$ cat src/rtl/square_module.sv
// Output-stationary systolic-array PE: forwards A/B operands to its neighbours and
// multiply-accumulates N_OPS unsigned products into a local result element C.
module square_module #(
   parameter int DATA_W = 8,
   parameter int N_OPS  = 3
) (
   input  logic              CLK,
   input  logic              RESET,
   input  logic [DATA_W-1:0] currentAxy_in,
   input  logic [DATA_W-1:0] currentBxy_in,
   input  logic              PERFORM_NEXT_OPERATION,
   output logic [DATA_W-1:0] currentAxy_out,
   output logic [DATA_W-1:0] currentBxy_out,
   output logic              doneMultiplying,
   output logic [DATA_W-1:0] cOutput
);

   localparam int CNT_W  = $clog2(N_OPS + 1);
   localparam int PROD_W = 2 * DATA_W;
   localparam int ACC_W  = PROD_W + $clog2(N_OPS + 1);

   logic [DATA_W-1:0] a_q, a_d, b_q, b_d;
   logic              v1_q, v1_d, v2_q, v2_d;
   logic [CNT_W-1:0]  cnt_q, cnt_d, acc_cnt_q, acc_cnt_d;
   logic [PROD_W-1:0] prod_q, prod_d;
   logic [ACC_W-1:0]  acc_q, acc_d;
   logic              done_q, done_d;
   logic              accept_s;

   // Next-state logic for the three pipeline stages and the done flag.
   always_comb begin
      a_d       = a_q;
      b_d       = b_q;
      v1_d      = 1'b0;
      cnt_d     = cnt_q;
      prod_d    = PROD_W'(a_q) * PROD_W'(b_q);
      v2_d      = v1_q;
      acc_d     = acc_q;
      acc_cnt_d = acc_cnt_q;
      done_d    = done_q;

      accept_s = PERFORM_NEXT_OPERATION && (cnt_q < CNT_W'(N_OPS));

      if (accept_s) begin
         a_d   = currentAxy_in;
         b_d   = currentBxy_in;
         v1_d  = 1'b1;
         cnt_d = cnt_q + CNT_W'(1);
      end else begin
         a_d   = a_q;
         b_d   = b_q;
      end

      // The N_OPS-th product landing in the accumulator completes C.
      if (v2_q) begin
         acc_d     = acc_q + ACC_W'(prod_q);
         acc_cnt_d = acc_cnt_q + CNT_W'(1);
         if (acc_cnt_q == CNT_W'(N_OPS - 1)) begin
            done_d = 1'b1;
         end else begin
            done_d = done_q;
         end
      end else begin
         acc_d     = acc_q;
         acc_cnt_d = acc_cnt_q;
      end
   end

   // State registers; the async clear also flushes any in-flight products.
   always_ff @(posedge CLK or negedge RESET) begin
      if (!RESET) begin
         a_q       <= '0;
         b_q       <= '0;
         v1_q      <= 1'b0;
         cnt_q     <= '0;
         prod_q    <= '0;
         v2_q      <= 1'b0;
         acc_q     <= '0;
         acc_cnt_q <= '0;
         done_q    <= 1'b0;
      end else begin
         a_q       <= a_d;
         b_q       <= b_d;
         v1_q      <= v1_d;
         cnt_q     <= cnt_d;
         prod_q    <= prod_d;
         v2_q      <= v2_d;
         acc_q     <= acc_d;
         acc_cnt_q <= acc_cnt_d;
         done_q    <= done_d;
      end
   end

   assign currentAxy_out  = a_q;
   assign currentBxy_out  = b_q;
   assign cOutput         = acc_q[DATA_W-1:0];
   assign doneMultiplying = done_q;

endmodule

$ cat config.mk
export PLATFORM = sky130hd
export DESIGN_NAME = square_module
export DESIGN_NICKNAME = d
export VERILOG_FILES = /design/src/rtl/square_module.sv
export SDC_FILE = /design/constraint.sdc
export NUM_CORES = 1
export LEC_CHECK = 0
export ABC_AREA = 1
export CORE_AREA = 2 2 76 114
export CTS_CLUSTER_DIAMETER = 80
export DETAILED_ROUTE_END_ITERATION = 10
export DIE_AREA = 0 0 78 116
export PLACE_DENSITY = 0.64
export SLEW_MARGIN = 20
export SYNTH_ARGS = -nofsm -noshare
export SYNTH_HDL_FRONTEND = slang
export SYNTH_SLANG_ARGS = --single-unit
$ cat constraint.sdc
create_clock -name CLK -period 3.9 [get_ports CLK]
set_clock_uncertainty 0.05 [all_clocks]
set_input_delay 1.17 -clock CLK [delete_from_list [all_inputs] [get_ports CLK]]
set_output_delay 1.17 -clock CLK [all_outputs]
set_load 0.01 [all_outputs]
==> After elaboration in Yosys (flattened, before gate mapping) <==
Index checks and enable logic that the tools add are counted.
{ "word_totals": {"inputBits": 19, "word_cells": 18, "out_inout_bits": 25, "reg_bits": 57} }
{ "op_classes": {"n_mul": 1, "magnitude_cmp": 1, "mux": 1, "reduce_logical": 2, "n_eq_ne": 1, "add_sub_neg": 3} }
{ "op_table": {"columns": ["cell", "count"], "rows": [
  ["$add A18 B16 Y18", 1],
  ["$mul A8 B8 Y16", 1],
  ["$add A2 B1 Y2 const B", 2],
  ["$eq A2 B2 Y1 const B", 1],
  ["$lt A2 B2 Y1 const B", 1],
  ["$reduce_and A2 Y1", 1],
  ["$logic_and A1 B1 Y1", 1],
  ["$mux W1", 1]
]} }

==> Longest topological paths before layout <==
{ "depth": {"depth_word": 3, "mapped_depth": 21, "ltp_nobuf": 20} }

==> Least setup slack after synthesis <==
OpenSTA, ideal clock, no wires.
{ "synth_path": {"path_type": "flip-flop to flip-flop", "start": "register a_q[1] (netlist: currentAxy_out[1])", "end": "register prod_q[7]", "path_slack_ps": 80, "path_stages_with_launch": 21, "synth_period_minus_slack_ps": 3820, "setup_time_ps": 113, "path_buffers": 1, "required_ps": 3737, "arrival_ps": 3657, "cell_sequence": "dfrtp_1 buf_4 nand2_1 fa_1 fa_1 inv_1 fa_1 inv_1 fa_1 inv_1 ha_1 nand2_1 nand2_1 a21oi_1 nand3_1 nand2_1 nand2_2 nand2_1 nand2_1 nand2_1 inv_1"} }
{ "synth_via": {"elab_chain_len": 1} }
{ "synth_lines": {"columns": ["item", "line_no", "text"], "rows": [
  ["start, declared", "22", "logic [DATA_W-1:0] a_q, a_d, b_q, b_d;"],
  ["start signal, assigned", "72", "a_q <= '0;"],
  ["start signal, assigned", "82", "a_q <= a_d;"],
  ["$mul A8 B8 Y16", "36", "prod_d = PROD_W'(a_q) * PROD_W'(b_q);"],
  ["via prod_d[7]", "25", "logic [PROD_W-1:0] prod_q, prod_d;"],
  ["end signal, assigned", "86", "prod_q <= prod_d;"],
  ["end, declared", "25", null]
]} }
The timed path passes the listed nets, and every way through them passes these cells.
A chain may end at the register's enable or synchronous reset.

==> Worst setup path after layout <==
{ "layout_path": {"start": "register b_q[4] (netlist: currentBxy_out[4])", "end": "register prod_q[7]"} }
{ "layout_via": {"elab_chain_len": 1} }
{ "layout_lines": {"columns": ["item", "line_no", "text"], "rows": [
  ["start, declared", "22", null],
  ["start signal, assigned", "73", "b_q <= '0;"],
  ["start signal, assigned", "83", "b_q <= b_d;"],
  ["$mul A8 B8 Y16", "36", null],
  ["via prod_d[7]", "25", null]
]} }
The timed path passes the listed nets, and every way through them passes these cells.

==> metrics.txt <==
Total GRT Usage=13.50%; IO Port Bufs=43; mean post-synth cell area=7.957 um^2; Antenna Cells=0; Total Wirelength=5616 um; Die ar.=0.009048 mm^2; CTS Buffer Depth=2; Clock Sinks=39; worst skew pair latency=280 ps; Crit Path Max Fanout=4; number of global-route vias before repair=2265; Power per Cell Area=893.1 mW/mm^2; Mapped Nets=405; Initial Util=34.58%; Die X=78 um; hold-critical path endpoint=v2_q; data arrival time of the worst path=3860 ps; Final Hold Viols=0; Hold-fix buffers, CTS=0; vias=2256; synth warn=0; DP Wirelength=4458 um; Max Freq=0.2676 GHz; Core Footprint=0.008008 mm^2; WL/cell=11.08 um; pre-CTS setup slack=60.14 ps; worst flop-to-flop path startpoint=currentBxy_out[4]; number of enable flip-flop cells after synthesis=0; Post-Syn Area=0.002769 mm^2; # setup viols final=0; Post-Synthesis Cells=348; Period minus WS final=3738 ps; Ports=44; site row count=40; Slew HR=41.76%; most frequent cell after synthesis=nand2_1; Slew @ Worst Pin=873.6 ps; share of layout cells above drive strength 1=11.44%; Final Util=44.39%; largest net degree at the start of global routing=40; DP Area=0.003337 mm^2; crit path launch type=register; global-route wire length before repair=9653 um; CTS tree=yes; outcome=completed; Final WS setup=162.5 ps; Max-Cap Viols=0; post-synthesis sequential area ratio=35.25%; H-tree levels=2; initial DRC count=80; cts bufs inserted=5; Crit path required time=4020 ps; Antenna Nets Post-Route=0; # DRC=0; top cells by count, synth=nand2_1, inv_1, dfrtp_1; critical path class=register to register; r2r endpoint=prod_q[7]; main flop type after synthesis=dfrtp_1; Synth area leaders=dfrtp_1, nand2_1, ha_1, fa_1, inv_1; Synth area leader=dfrtp_1; Worst R2R Path Depth=20; post-route cell area=0.003555 mm^2; peak supply drop=450.2 uV; DRT Pass-1 Iters=4; Distinct cells, synth=27; Area Growth Syn to Fin=28.38%; HP Class=register to register; Clock Tree Root=clkbuf_16; Final nets=458; fin. max-slew vios=0; fraction of registers with async set/reset=100.0%; Tcrit/Tclk final=95.83%; R2R setup slack=160 ps; GPL Wtd Cong=0.8945; min-delay src=v1_q; Via density=4.450; antenna violations before repair=0; total congestion overflow=0; die height=116 um; post-route setup TNS=0 ps; CP Capture Type=register; hold depth=0; LEAKAGE=2.039 nW; Yosys reg bits=39; clock slew at reported path FFs=60 ps; Synth top area share=35.25%
-- worst max-delay path, cell delays in order (launching register included) --
cell and delay, ps:
dfrtp_1 380, buf_4 120, nand2_1 70, fa_1 530, inv_1 40, ha_1 280, fa_1 530, inv_1 50
fa_1 520, inv_1 60, ha_4 250, nand2_1 70, inv_1 40, a21oi_2 180, inv_1 70, nand2_2 80
nand2_1 70, nand2_2 60, nand3_1 60, nand2_1 60, inv_1 30
-- cells in the final DEF (no fill, tap or decap) --
master	instances
clkbuf_8	1
nand3_2	4
clkdlybuf4s50_1	42
buf_4	12
xor2_1	6
buf_2	1
inv_1	67
dfrtp_1	39
fa_2	1
o21ai_1	2
clkbuf_16	5
nor2_1	3
xnor2_1	3
or2_1	1
inv_2	3
nand3_1	10
ha_4	1
a21oi_1	4
fa_1	12
ha_1	24
nand3b_1	1
nand2_4	2
a21o_1	3
a21oi_2	1
a31oi_1	4
o21bai_1	1
clkinv_1	2
o21ai_0	4
nand4_1	3
clkinv_2	1
bufinv_16	1
nand2_1	125
nand2_2	13
-- per-stage QoR --
step	hold WS, ps	std cells	power [mW]
2_1_floorplan	281.2	348	2.081
3_3_place_gp	284.5	497	2.566
3_5_place_dp	284.7	497	2.630
4_1_cts	296.4	505	3.125
5_1_grt	317.0	507	3.536
6_report	298.2	507	3.175
-- how the worst max path moves through the flow --
stage | to | startpoint
2_1_floorplan | prod_q[7] | currentAxy_out[1]
3_3_place_gp | prod_q[7] | currentBxy_out[4]
3_5_place_dp | prod_q[7] | currentBxy_out[4]
4_1_cts | prod_q[7] | currentBxy_out[4]
5_1_grt | prod_q[7] | currentBxy_out[4]
6_report | prod_q[7] | currentBxy_out[4]
-- state kept, by name, summed over array words and instances (netlist names) --
signal / cells
prod_q: 8
acc_q: 8
doneMultiplying: 1
cnt_q: 2
v2_q: 1
v1_q: 1
currentBxy_out: 8
acc_cnt_q: 2
currentAxy_out: 8
-- report_power, final --
group          switching (mW)  leakage, nW  internal [mW]
clock                   0.154       0.0868          0.318
sequential              0.168        0.472          0.590
combinational            1.07         1.48          0.876
total                    1.39         2.04           1.78
-- cell families after synthesis --
kind of cell	count (synthesis)	synth area share, %
flip-flops	39	35.25
XOR/XNOR	9	2.847
AND/OR/NAND/NOR	162	25.17
adder cells (fa/ha/maj)	38	20.70
AO/OA/AOI/OAI	19	3.976
buffers and inverters	81	12.07
-- what timing repair did --
item,CTS,global route
resized for setup,0,5
hold endpoints to repair,0,0
buffers inserted,0,2
endpoints found under the setup margin,0,1
-- layer usage --
| layer | track usage (%) | vias to the layer above | part of all wire (%) |
|---|---|---|---|
| li1 | - | 1148 | - |
| met1 | 13.44 | 1039 | 38 |
| met2 | 26.78 | 54 | 55 |
| met3 | 2.960 | 15 | 4.0 |
| met4 | 5.263 | 0 | 3.2 |
| met5 | 0 | - | 0 |
-- final cells by class --
| class | count | area (um^2) |
|---|---|---|
| well taps | 105 | 131.4 |
| flip-flops and latches | 39 | 975.9 |
| repair buffers | 55 | 515.5 |
| clock buffers | 6 | 138.9 |
| inverters | 72 | 270.3 |
| clock inverters | 2 | 35.03 |
| multi-input cells | 228 | 1488 |
| fillers | 817 | 4453 |
Power figures use the tool's default switching activity.
